--- config.mk ---
export PLATFORM = sky130hd
export DESIGN_NAME = div_unit_flat
export DESIGN_NICKNAME = d
export VERILOG_FILES = /design/src/rtl/div_pkg.sv /design/src/rtl/div_if.sv /design/src/rtl/div_abs.sv /design/src/rtl/div_unit.sv /design/src/flat_wrapper.sv
export SDC_FILE = /design/constraint.sdc
export NUM_CORES = 1
export LEC_CHECK = 0
export CAP_MARGIN = 10
export CORE_MARGIN = 2
export CORE_UTILIZATION = 57
export DETAILED_ROUTE_END_ITERATION = 10
export GPL_ROUTABILITY_DRIVEN = 1
export PLACE_DENSITY_LB_ADDON = 0.05
export SLEW_MARGIN = 15
export SYNTH_ARGS = -nofsm -noshare
export SYNTH_HDL_FRONTEND = slang
export SYNTH_SLANG_ARGS = --single-unit
export TNS_END_PERCENT = 5
--- constraint.sdc ---
create_clock -name clk -period 3.9 [get_ports clk]
set_input_delay 0.78 -clock clk [delete_from_list [all_inputs] [get_ports clk]]
set_output_delay 0.78 -clock clk [all_outputs]
set_load 0.005 [all_outputs]
--- src/rtl/div_pkg.sv ---
// div_pkg: shared constants for the sequential signed divider.
//   DIV_WIDTH  - operand/result width (32 is the only width this CPU uses)
//   DIV_CNT_W  - iteration counter width, wide enough to hold DIV_WIDTH-1
//   ST_*       - divider FSM state encoding
package div_pkg;

  localparam int DIV_WIDTH = 32;
  localparam int DIV_CNT_W = $clog2(DIV_WIDTH) + 1;

  localparam logic [1:0] ST_IDLE = 2'd0;
  localparam logic [1:0] ST_CALC = 2'd1;
  localparam logic [1:0] ST_FIX  = 2'd2;
  localparam logic [1:0] ST_DONE = 2'd3;

endpackage

--- src/rtl/div_if.sv ---
// div_if: handshake and data bundle between the control unit and the divider.
//   div_start  - one-cycle start pulse (control unit -> divider)
//   dividend   - signed dividend, A register
//   divisor    - signed divisor, B register
//   div_hi_out - remainder, feeds the HI mux
//   div_lo_out - quotient, feeds the LO mux
//   div_busy   - division in progress
//   div_done   - one-cycle pulse, results valid
//   div_zero   - one-cycle pulse with div_done on divide-by-zero
// Modports: master = control unit side, slave = divider side.
interface div_if import div_pkg::*; #(parameter int WIDTH = DIV_WIDTH);

  logic             div_start;
  logic [WIDTH-1:0] dividend;
  logic [WIDTH-1:0] divisor;
  logic [WIDTH-1:0] div_hi_out;
  logic [WIDTH-1:0] div_lo_out;
  logic             div_busy;
  logic             div_done;
  logic             div_zero;

  modport master (
    output div_start, dividend, divisor,
    input  div_hi_out, div_lo_out, div_busy, div_done, div_zero
  );

  modport slave (
    input  div_start, dividend, divisor,
    output div_hi_out, div_lo_out, div_busy, div_done, div_zero
  );

endinterface

--- src/rtl/div_abs.sv ---
// div_abs: conditional two's-complement negate.
//   in_val  - input value
//   neg     - when high, out_val = -in_val; otherwise out_val = in_val
//   out_val - result
// Used both for operand magnitudes and for re-applying result signs.
module div_abs import div_pkg::*; #(
  parameter int WIDTH = DIV_WIDTH
) (
  input  logic [WIDTH-1:0] in_val,
  input  logic             neg,
  output logic [WIDTH-1:0] out_val
);

  assign out_val = neg ? ((~in_val) + WIDTH'(1)) : in_val;

endmodule

--- src/rtl/div_unit.sv ---
// div_unit: sequential signed divider for MIPS DIV (quotient -> LO,
// remainder -> HI). Restoring division on magnitudes, one quotient bit per
// clock, followed by a sign fix-up cycle.
//   clk   - system clock, rising edge
//   reset - synchronous, active-high
//   bus   - div_if.slave: start/operands in, results/status out
//
// state   | meaning
// --------+----------------------------------------------------------
// IDLE    | waiting for div_start; results held
// CALC    | WIDTH restoring-division iterations on magnitudes
// FIX     | apply signs, register quotient/remainder
// DONE    | div_done pulse (plus div_zero on divide-by-zero)
module div_unit import div_pkg::*; #(
  parameter int WIDTH = DIV_WIDTH
) (
  input  logic clk,
  input  logic reset,
  div_if.slave bus
);

  localparam logic [DIV_CNT_W-1:0] LAST_ITER = DIV_CNT_W'(WIDTH - 1);

  logic [1:0]           state;
  logic [DIV_CNT_W-1:0] iter;
  logic                 sign_dvd;
  logic                 sign_dvs;
  logic [WIDTH-1:0]     quo;
  logic [WIDTH-1:0]     rem;
  logic [WIDTH-1:0]     dvs;
  logic [WIDTH-1:0]     hi_q;
  logic [WIDTH-1:0]     lo_q;
  logic                 done_q;
  logic                 zero_q;

  logic [WIDTH-1:0]     dvd_mag;
  logic [WIDTH-1:0]     dvs_mag;
  logic [WIDTH-1:0]     quo_fix;
  logic [WIDTH-1:0]     rem_fix;
  logic [WIDTH:0]       rem_shift;
  logic [WIDTH:0]       trial;
  logic                 divisor_zero;

  div_abs #(.WIDTH(WIDTH)) u_abs_dvd (
    .in_val (bus.dividend),
    .neg    (bus.dividend[WIDTH-1]),
    .out_val(dvd_mag)
  );

  div_abs #(.WIDTH(WIDTH)) u_abs_dvs (
    .in_val (bus.divisor),
    .neg    (bus.divisor[WIDTH-1]),
    .out_val(dvs_mag)
  );

  div_abs #(.WIDTH(WIDTH)) u_fix_quo (
    .in_val (quo),
    .neg    (sign_dvd ^ sign_dvs),
    .out_val(quo_fix)
  );

  div_abs #(.WIDTH(WIDTH)) u_fix_rem (
    .in_val (rem),
    .neg    (sign_dvd),
    .out_val(rem_fix)
  );

  assign divisor_zero = (bus.divisor == '0);

  // The extra top bit keeps the compare correct when |divisor| is 2^(WIDTH-1);
  // the borrow out of bit WIDTH marks a negative trial.
  assign rem_shift = {rem, quo[WIDTH-1]};
  assign trial     = rem_shift - {1'b0, dvs};

  always_ff @(posedge clk) begin
    if (reset) begin
      state    <= ST_IDLE;
      iter     <= '0;
      sign_dvd <= 1'b0;
      sign_dvs <= 1'b0;
      quo      <= '0;
      rem      <= '0;
      dvs      <= '0;
      hi_q     <= '0;
      lo_q     <= '0;
      done_q   <= 1'b0;
      zero_q   <= 1'b0;
    end else begin
      done_q <= 1'b0;
      zero_q <= 1'b0;
      case (state)
        ST_IDLE: begin
          if (bus.div_start) begin
            if (divisor_zero) begin
              // Results are left untouched so HI/LO keep their old values.
              done_q <= 1'b1;
              zero_q <= 1'b1;
              state  <= ST_DONE;
            end else begin
              sign_dvd <= bus.dividend[WIDTH-1];
              sign_dvs <= bus.divisor[WIDTH-1];
              quo      <= dvd_mag;
              dvs      <= dvs_mag;
              rem      <= '0;
              iter     <= '0;
              state    <= ST_CALC;
            end
          end
        end
        ST_CALC: begin
          if (!trial[WIDTH]) begin
            rem <= trial[WIDTH-1:0];
            quo <= {quo[WIDTH-2:0], 1'b1};
          end else begin
            rem <= rem_shift[WIDTH-1:0];
            quo <= {quo[WIDTH-2:0], 1'b0};
          end
          if (iter == LAST_ITER) begin
            state <= ST_FIX;
          end else begin
            iter <= iter + DIV_CNT_W'(1);
          end
        end
        ST_FIX: begin
          lo_q   <= quo_fix;
          hi_q   <= rem_fix;
          done_q <= 1'b1;
          state  <= ST_DONE;
        end
        ST_DONE: begin
          state <= ST_IDLE;
        end
        default: begin
          state <= ST_IDLE;
        end
      endcase
    end
  end

  assign bus.div_hi_out = hi_q;
  assign bus.div_lo_out = lo_q;
  assign bus.div_busy   = (state != ST_IDLE);
  assign bus.div_done   = done_q;
  assign bus.div_zero   = zero_q;

endmodule

--- src/flat_wrapper.sv ---
// flat-port wrapper written by rule: the top's interface ports become plain ports
module div_unit_flat import div_pkg::*;
#(
  parameter int WIDTH = DIV_WIDTH
)
  (clk, reset, bus_div_start, bus_dividend, bus_divisor, bus_div_hi_out, bus_div_lo_out, bus_div_busy, bus_div_done, bus_div_zero);
  div_if #(.WIDTH(WIDTH)) bus_i ();
  input  logic clk;
  input  logic reset;
  input wire logic [$bits(bus_i.div_start)-1:0] bus_div_start;
  input wire logic [$bits(bus_i.dividend)-1:0] bus_dividend;
  input wire logic [$bits(bus_i.divisor)-1:0] bus_divisor;
  output wire logic [$bits(bus_i.div_hi_out)-1:0] bus_div_hi_out;
  output wire logic [$bits(bus_i.div_lo_out)-1:0] bus_div_lo_out;
  output wire logic [$bits(bus_i.div_busy)-1:0] bus_div_busy;
  output wire logic [$bits(bus_i.div_done)-1:0] bus_div_done;
  output wire logic [$bits(bus_i.div_zero)-1:0] bus_div_zero;
  assign bus_i.div_start = bus_div_start;
  assign bus_i.dividend = bus_dividend;
  assign bus_i.divisor = bus_divisor;
  assign bus_div_hi_out = bus_i.div_hi_out;
  assign bus_div_lo_out = bus_i.div_lo_out;
  assign bus_div_busy = bus_i.div_busy;
  assign bus_div_done = bus_i.div_done;
  assign bus_div_zero = bus_i.div_zero;
  div_unit #(.WIDTH(WIDTH)) u_core (.clk(clk), .reset(reset), .bus(bus_i));
endmodule
==> metrics.txt, run 1 <==
worst slew pin tran=1160 ps; slowest stage delay, CP=roughly 530 ps; syn_area_per_cell=7.91 µm²; htree depth=4; fin crit period=between 3000 and 4000 ps; commonest non-fill, non-tap cell in the layout=dfxtp_1; CP Launch Type=flip-flop; Synth Cell Area=11100 µm²; post-synthesis sequential area ratio=0.311; ANT nets after route=0; Initial Utilization=0.575; port buffer count=133; Worst EP required=4230 ps; dpl cell area=12700 µm²; endpoints failing hold=0; clk buf depth=2; cts hold-fix bufs=0; TritonCTS buffer count=17; final wirelength=31.0 mm; Pins Over Slew Limit=0; FF-to-FF Start=u_core.quo[31]; Die X=143 µm; cells on worst reg2reg path=12; CTS tree=built; Post-synth EDFFs=0; FP Rows=51; hold_ws=455 ps; number of global-route vias before repair=9329; RSZ-0062 raised after global routing=false; postcts setup bufs=0; clk slew on worst S/H paths=80 ps; Most used DFF post-synth=dfxtp_1; vias=10800; area delta synth->final=20.3%; Final Net Count=1611; worst hold-check path type=reg2reg; DIE AREA=20600 µm²; Pleak=4.99 nW; 1st-iter DRT viols=960; Slew HR=0.223; max-cap violations=0; peak supply drop=522 µV; antenna violations before repair=0; Via density=between 6 and 7; largest net degree at the start of global routing=99; first-pass GRT wire length=48.3 mm; Layout Skew=between 15 and 20 ps; Fmax=287 MHz; layout cells sized above 1=0.0726; final worst path period share=0.894; status=finished clean; global route overflow=0; detailed-route DRC error count=0; #FFs+latches synth=around 170; Worst Setup End Kind=flip-flop; Final setup viols=0; crit path cell chain=inv_1 > ha_1 > fa_1 > nor2b_1 > o2111ai_1 > a21oi_1 > o21ai_1 > o21ai_1 > a21o_1 > buf_4 > nand3_1 > a32o_1; Final GP Congestion=around 0.94; Crit path top cell by count=o21ai_1; critical path arrival=roughly 3800 ps; All-Layer GR Usage=0.295; crit-path max FO=15; CORE AREA=19300 µm²; CP endpoint=u_core.rem[0]; HPWL Detailed=about 23 mm; post-cts gate resize count=0; Syn Inst Count=1401; Reg2Reg Setup Slack=around 420 ps; 1st-pass router iterations=5; Synth async-reset ratio=0; setup TNS=0 ps; Distinct cells, synth=roughly 70; Ant. Diodes=0; Clk Latency, worst-skew pair=440 ps; Die Y=143 µm; clock net sink count=172; PD cells=587 nW/µm²; Root Driver=clkbuf_16; post-DR wirelength/cell=17.4 µm; synth warn=0; commonest cells after routing, fill and taps aside=dfxtp_1, nor2_1, clkdlybuf4s50_1, nand2_1, a211oi_1; FF-to-FF End=u_core.rem[0]; critical-path cell with the highest stage delay=a21o_1; Synth Net Count=between 1500 and 2000; design area=13300 µm²; CP startpoint=u_core.quo[31]; WS Path Type=reg2reg; Ports=134
-- critical path, delay by kind of cell, from the launching register on --
| kind | cells | cell delay (ps) |
|---|---|---|
| and+or+nand+nor | 2 | 330 |
| AOI/OAI and AO/OA | 6 | 1780 |
| buffers and inverters | 2 | 320 |
| adders and majority gates | 2 | 600 |
| DFF | 1 | 340 |
-- stage by stage --
step / power [mW] / utilization / worst slack (ps) / instances
2_1_floorplan: 4.80 / - / 496 / 1401
3_3_place_gp: 5.98 / 0.661 / 148 / 1749
3_5_place_dp: 6.04 / 0.661 / 39.8 / 1749
5_1_grt: 8.33 / 0.692 / 189 / 1781
4_1_cts: 7.79 / 0.692 / 486 / 1781
6_report: 7.83 / 0.692 / 415 / 1781
-- cell usage after synthesis, drive strengths merged (33+ instances only) --
master / n / area share
o21ai: 66 / 0.030
xnor2: 57 / 0.045
nor3: 33 / 0.015
ha: 40 / 0.045
a21oi: 73 / 0.033
o31ai: 36 / 0.027
a211oi: 88 / 0.060
nand2: 128 / 0.043
nor2: 151 / 0.051
dfxtp: 172 / 0.31
inv: 59 / 0.020
xor2: 84 / 0.066
clkbuf: 86 / 0.031
-- where the power goes --
group          internal, mW  leakage, nW  switching [mW]
clock network         0.935        0.292           0.827
registers              2.17         1.41           0.369
logic                  1.56         3.29            1.97
total                  4.67         4.99            3.16
-- flip-flops by register name, summed over array words and instances, names as in the netlist --
register	count
u_core.bus.div_lo_out	32
u_core.quo	32
u_core.bus.div_done	1
u_core.bus.div_zero	1
u_core.sign_dvd	1
u_core.sign_dvs	1
u_core.bus.div_hi_out	32
u_core.rem	32
u_core.dvs	32
u_core.iter	6
u_core.state	2
-- worst min path at each step --
stage	start	endpoint	slack [ps]	cells after the start
2_1_floorplan	u_core.dvs[22]	u_core.dvs[22]	430	2
3_3_place_gp	u_core.dvs[22]	u_core.dvs[22]	440	2
3_5_place_dp	u_core.dvs[31]	u_core.dvs[31]	450	2
4_1_cts	u_core.dvs[31]	u_core.dvs[31]	460	2
5_1_grt	u_core.bus.div_hi_out[31]	u_core.bus.div_hi_out[31]	490	2
6_report	u_core.dvs[31]	u_core.dvs[31]	450	2
-- metal layers --
layer | global-route usage | share of wire
met5 | 0 | 0.0014
met4 | 0.0660 | 0.0074
met3 | 0.0610 | 0.082
met2 | 0.419 | 0.42
met1 | 0.454 | 0.49
-- area by class of cell --
cell class | instances | area, µm²
multi-input cells | 1074 | 7050
fillers | 1714 | 5930
flip-flops and latches | 172 | 3440
repair buffers | 179 | 1690
clock buffers | 18 | 439
well taps | 265 | 332
inverters | 59 | 221
clock inverters | 14 | 166
-- cells by family (layout without fill, tap and decap cells) --
kind of cell | after synthesis | in the layout | share of synthesized area
simple gates | 460 | 460 | 0.198
compound gates | 422 | 422 | 0.268
flops | 172 | 172 | 0.311
buf+inv | 155 | 270 | 0.0562
xor+xnor | 141 | 141 | 0.111
fa+ha+maj | 41 | 41 | 0.0470
mux | 10 | 10 | 0.00903
Note: power is estimated with default switching activity, not from simulation.
==> run 2, diff against run 1 <==
--- a/config.mk
+++ b/config.mk
@@ -7,7 +7,7 @@
 export LEC_CHECK = 0
 export CAP_MARGIN = 10
 export CORE_MARGIN = 2
-export CORE_UTILIZATION = 57
+export CORE_UTILIZATION = 38
 export DETAILED_ROUTE_END_ITERATION = 10
 export GPL_ROUTABILITY_DRIVEN = 1
 export PLACE_DENSITY_LB_ADDON = 0.05
==> run 2 against run 1 <==
First-iteration DRC count fell by 22%. Wire length grew 6.6%. Largest cell class unchanged. Via count shrank 3.8%. Highest routed layer is now met4. Critical path type unchanged. Critical path depth unchanged. Power is 0.46% higher. Sequential power about the same. Global-route usage is 8.0 points lower.
==> metrics.txt, run 2 (same netlist as run 1, synthesis figures left out) <==
CORE AREA=28700 µm² (was 19300 µm²); Root Driver=clkbuf_16 (unchanged); status=finished clean (unchanged); antenna violations before repair=0 (unchanged); ANT nets after route=0 (unchanged); vias=10400 (was 10800); layout cells sized above 1=0.0750 (was 0.0726); Pleak=5.01 nW (was 4.99 nW); Final Net Count=1614 (was 1611); FP Rows=62 (was 51); PD cells=580 nW/µm² (was 587 nW/µm²); htree depth=4 (unchanged); crit-path max FO=17 (was 15); Crit path depth=12 (unchanged); Worst Setup End Kind=flip-flop (unchanged); area delta synth->final=22.2% (was 20.3%); crit path cell chain=inv_1 > ha_1 > fa_1 > nor2b_1 > o2111ai_1 > a21oi_1 > o21ai_1 > o21ai_1 > and3_1 > nor2_1 > buf_4 > a221o_1 (was inv_1 > ha_1 > fa_1 > nor2b_1 > o2111ai_1 > a21oi_1 > o21ai_1 > o21ai_1 > a21o_1 > buf_4 > nand3_1 > a32o_1); Layout Skew=15.3 ps (was 17.0 ps); clk buf depth=2 (unchanged); CP Launch Type=flip-flop (unchanged); Ant. Diodes=0 (unchanged); max-cap violations=0 (unchanged); cts hold-fix bufs=0 (unchanged); worst slew pin tran=1060 ps (was 1160 ps); global route overflow=0 (unchanged); CP Buf/Inv Count=2 (unchanged); CP startpoint=u_core.quo[31] (unchanged); 1st-iter DRT viols=751 (was 960); postcts setup bufs=0 (unchanged); Via density=5.44 (was 6.04); number of global-route vias before repair=9360 (was 9329); detailed-route DRC error count=0 (unchanged); post-cts gate resize count=0 (unchanged); Initial Utilization=0.386 (was 0.575); DIE AREA=30500 µm² (was 20600 µm²); first-pass GRT wire length=53.0 mm (was 48.3 mm); All-Layer GR Usage=0.216 (was 0.295); TritonCTS buffer count=17 (unchanged); Ports=134 (unchanged); clock net sink count=172 (unchanged); WS Path Type=reg2reg (unchanged); Slew HR=0.295 (was 0.223); total power draw=7.86 mW (was 7.83 mW); commonest non-fill, non-tap cell in the layout=dfxtp_1 (unchanged); Die Y=175 µm (was 143 µm); 1st-pass router iterations=5 (unchanged); critical-path cell with the highest stage delay=and3_1 (was a21o_1); peak supply drop=333 µV (was 522 µV); post-DR wirelength/cell=17.4 µm (about the same); cells on worst reg2reg path=12 (unchanged); port buffer count=133 (unchanged); Final GP Congestion=0.870 (was 0.945); slowest stage delay, CP=460 ps (was 530 ps); Final setup viols=0 (unchanged); CP top delay family=compound AO/OA/AOI/OAI gates (unchanged); final worst path period share=0.932 (was 0.894); worst hold-check path type=reg2reg (unchanged); Die X=175 µm (was 143 µm); utilization after layout=0.472 (was 0.692); HPWL Detailed=25.0 mm (was 23.3 mm); fin crit period=3630 ps (was 3480 ps); final wirelength=33.1 mm (was 31.0 mm); critical path arrival=3950 ps (was 3810 ps); RSZ-0062 raised after global routing=false (unchanged); FF-to-FF Start=u_core.quo[31] (unchanged); Clk Latency, worst-skew pair=440 ps (about the same); endpoints failing hold=0 (unchanged); CP endpoint=u_core.rem[8] (was u_core.rem[0]); largest net degree at the start of global routing=75 (was 99); FF-to-FF End=u_core.rem[8] (was u_core.rem[0]); Crit path top cell by count=o21ai_1 (unchanged); Reg2Reg Setup Slack=270 ps (was 420 ps); Worst EP required=4210 ps (was 4230 ps); Fmax=275 MHz (was 287 MHz); hold_ws=457 ps (was 455 ps); clk slew on worst S/H paths=80 ps (about the same); Pins Over Slew Limit=0 (unchanged); CTS tree=built (unchanged); Final Non-Filler Cells=1903 (was 1781); setup TNS=0 ps (unchanged); placed insts=1871 (was 1749); commonest cells after routing, fill and taps aside=dfxtp_1, nor2_1, clkdlybuf4s50_1, nand2_1, a211oi_1 (unchanged); Worst Hold Path Cells=2 (unchanged)
-- run 2: cell types whose count changed in the layout (fill, tap and decap cells not counted), sizes merged --
cell / before / now
clkinvlp: 2 / 3
buf: 47 / 50
inv: 68 / 66
clkbuf: 18 / 19
-- run 2: power by group --
| group | switching (mW) | leakage (nW) | internal (mW) |
|---|---|---|---|
| logic | 1.99 | 3.31 | 1.56 |
| clock network | 0.834 | 0.289 | 0.948 |
| registers | 0.360 | 1.41 | 2.17 |
-- run 2: worst min-delay path by stage --
stage	to	from
6_report	u_core.dvs[31]	u_core.dvs[31]
5_1_grt	u_core.dvs[22]	u_core.dvs[22]
4_1_cts	u_core.dvs[22]	u_core.dvs[22]
3_5_place_dp	u_core.dvs[22]	u_core.dvs[22]
3_3_place_gp	u_core.dvs[22]	u_core.dvs[22]
2_1_floorplan	u_core.dvs[22]	u_core.dvs[22]
-- run 2: final cells by class --
type / count / area (µm²)
multi-input combinational: 1074 / 7060
timing repair buffer: 182 / 1730
fill: 2924 / 15200
sequential: 172 / 3440
clock buffer: 19 / 453
tap: 384 / 480
inverter: 59 / 221
clock inverter: 13 / 151
-- run 2: metal layers --
metal | GRT usage | up-vias | part of all wire
met5 | 0 | - | 0
met4 | 0.0434 | 0 | 0.0098
met3 | 0.0311 | 23 | 0.051
met2 | 0.285 | 287 | 0.38
met1 | 0.358 | 4699 | 0.56
li1 | - | 5349 | -
-- run 2: through the flow --
stage	area [µm²]	worst slack, ps
after floorplan	11100	496
after global placement	12900	64.0
after detailed placement	12900	-6.61
after CTS	13500	306
after global routing	13500	96.9
final	13500	265
-- run 2: tightest hold or removal path, stage by stage, from the launching register on --
cell and delay (ps):
dfxtp_1 310, nand2_1 50, a21oi_1 50
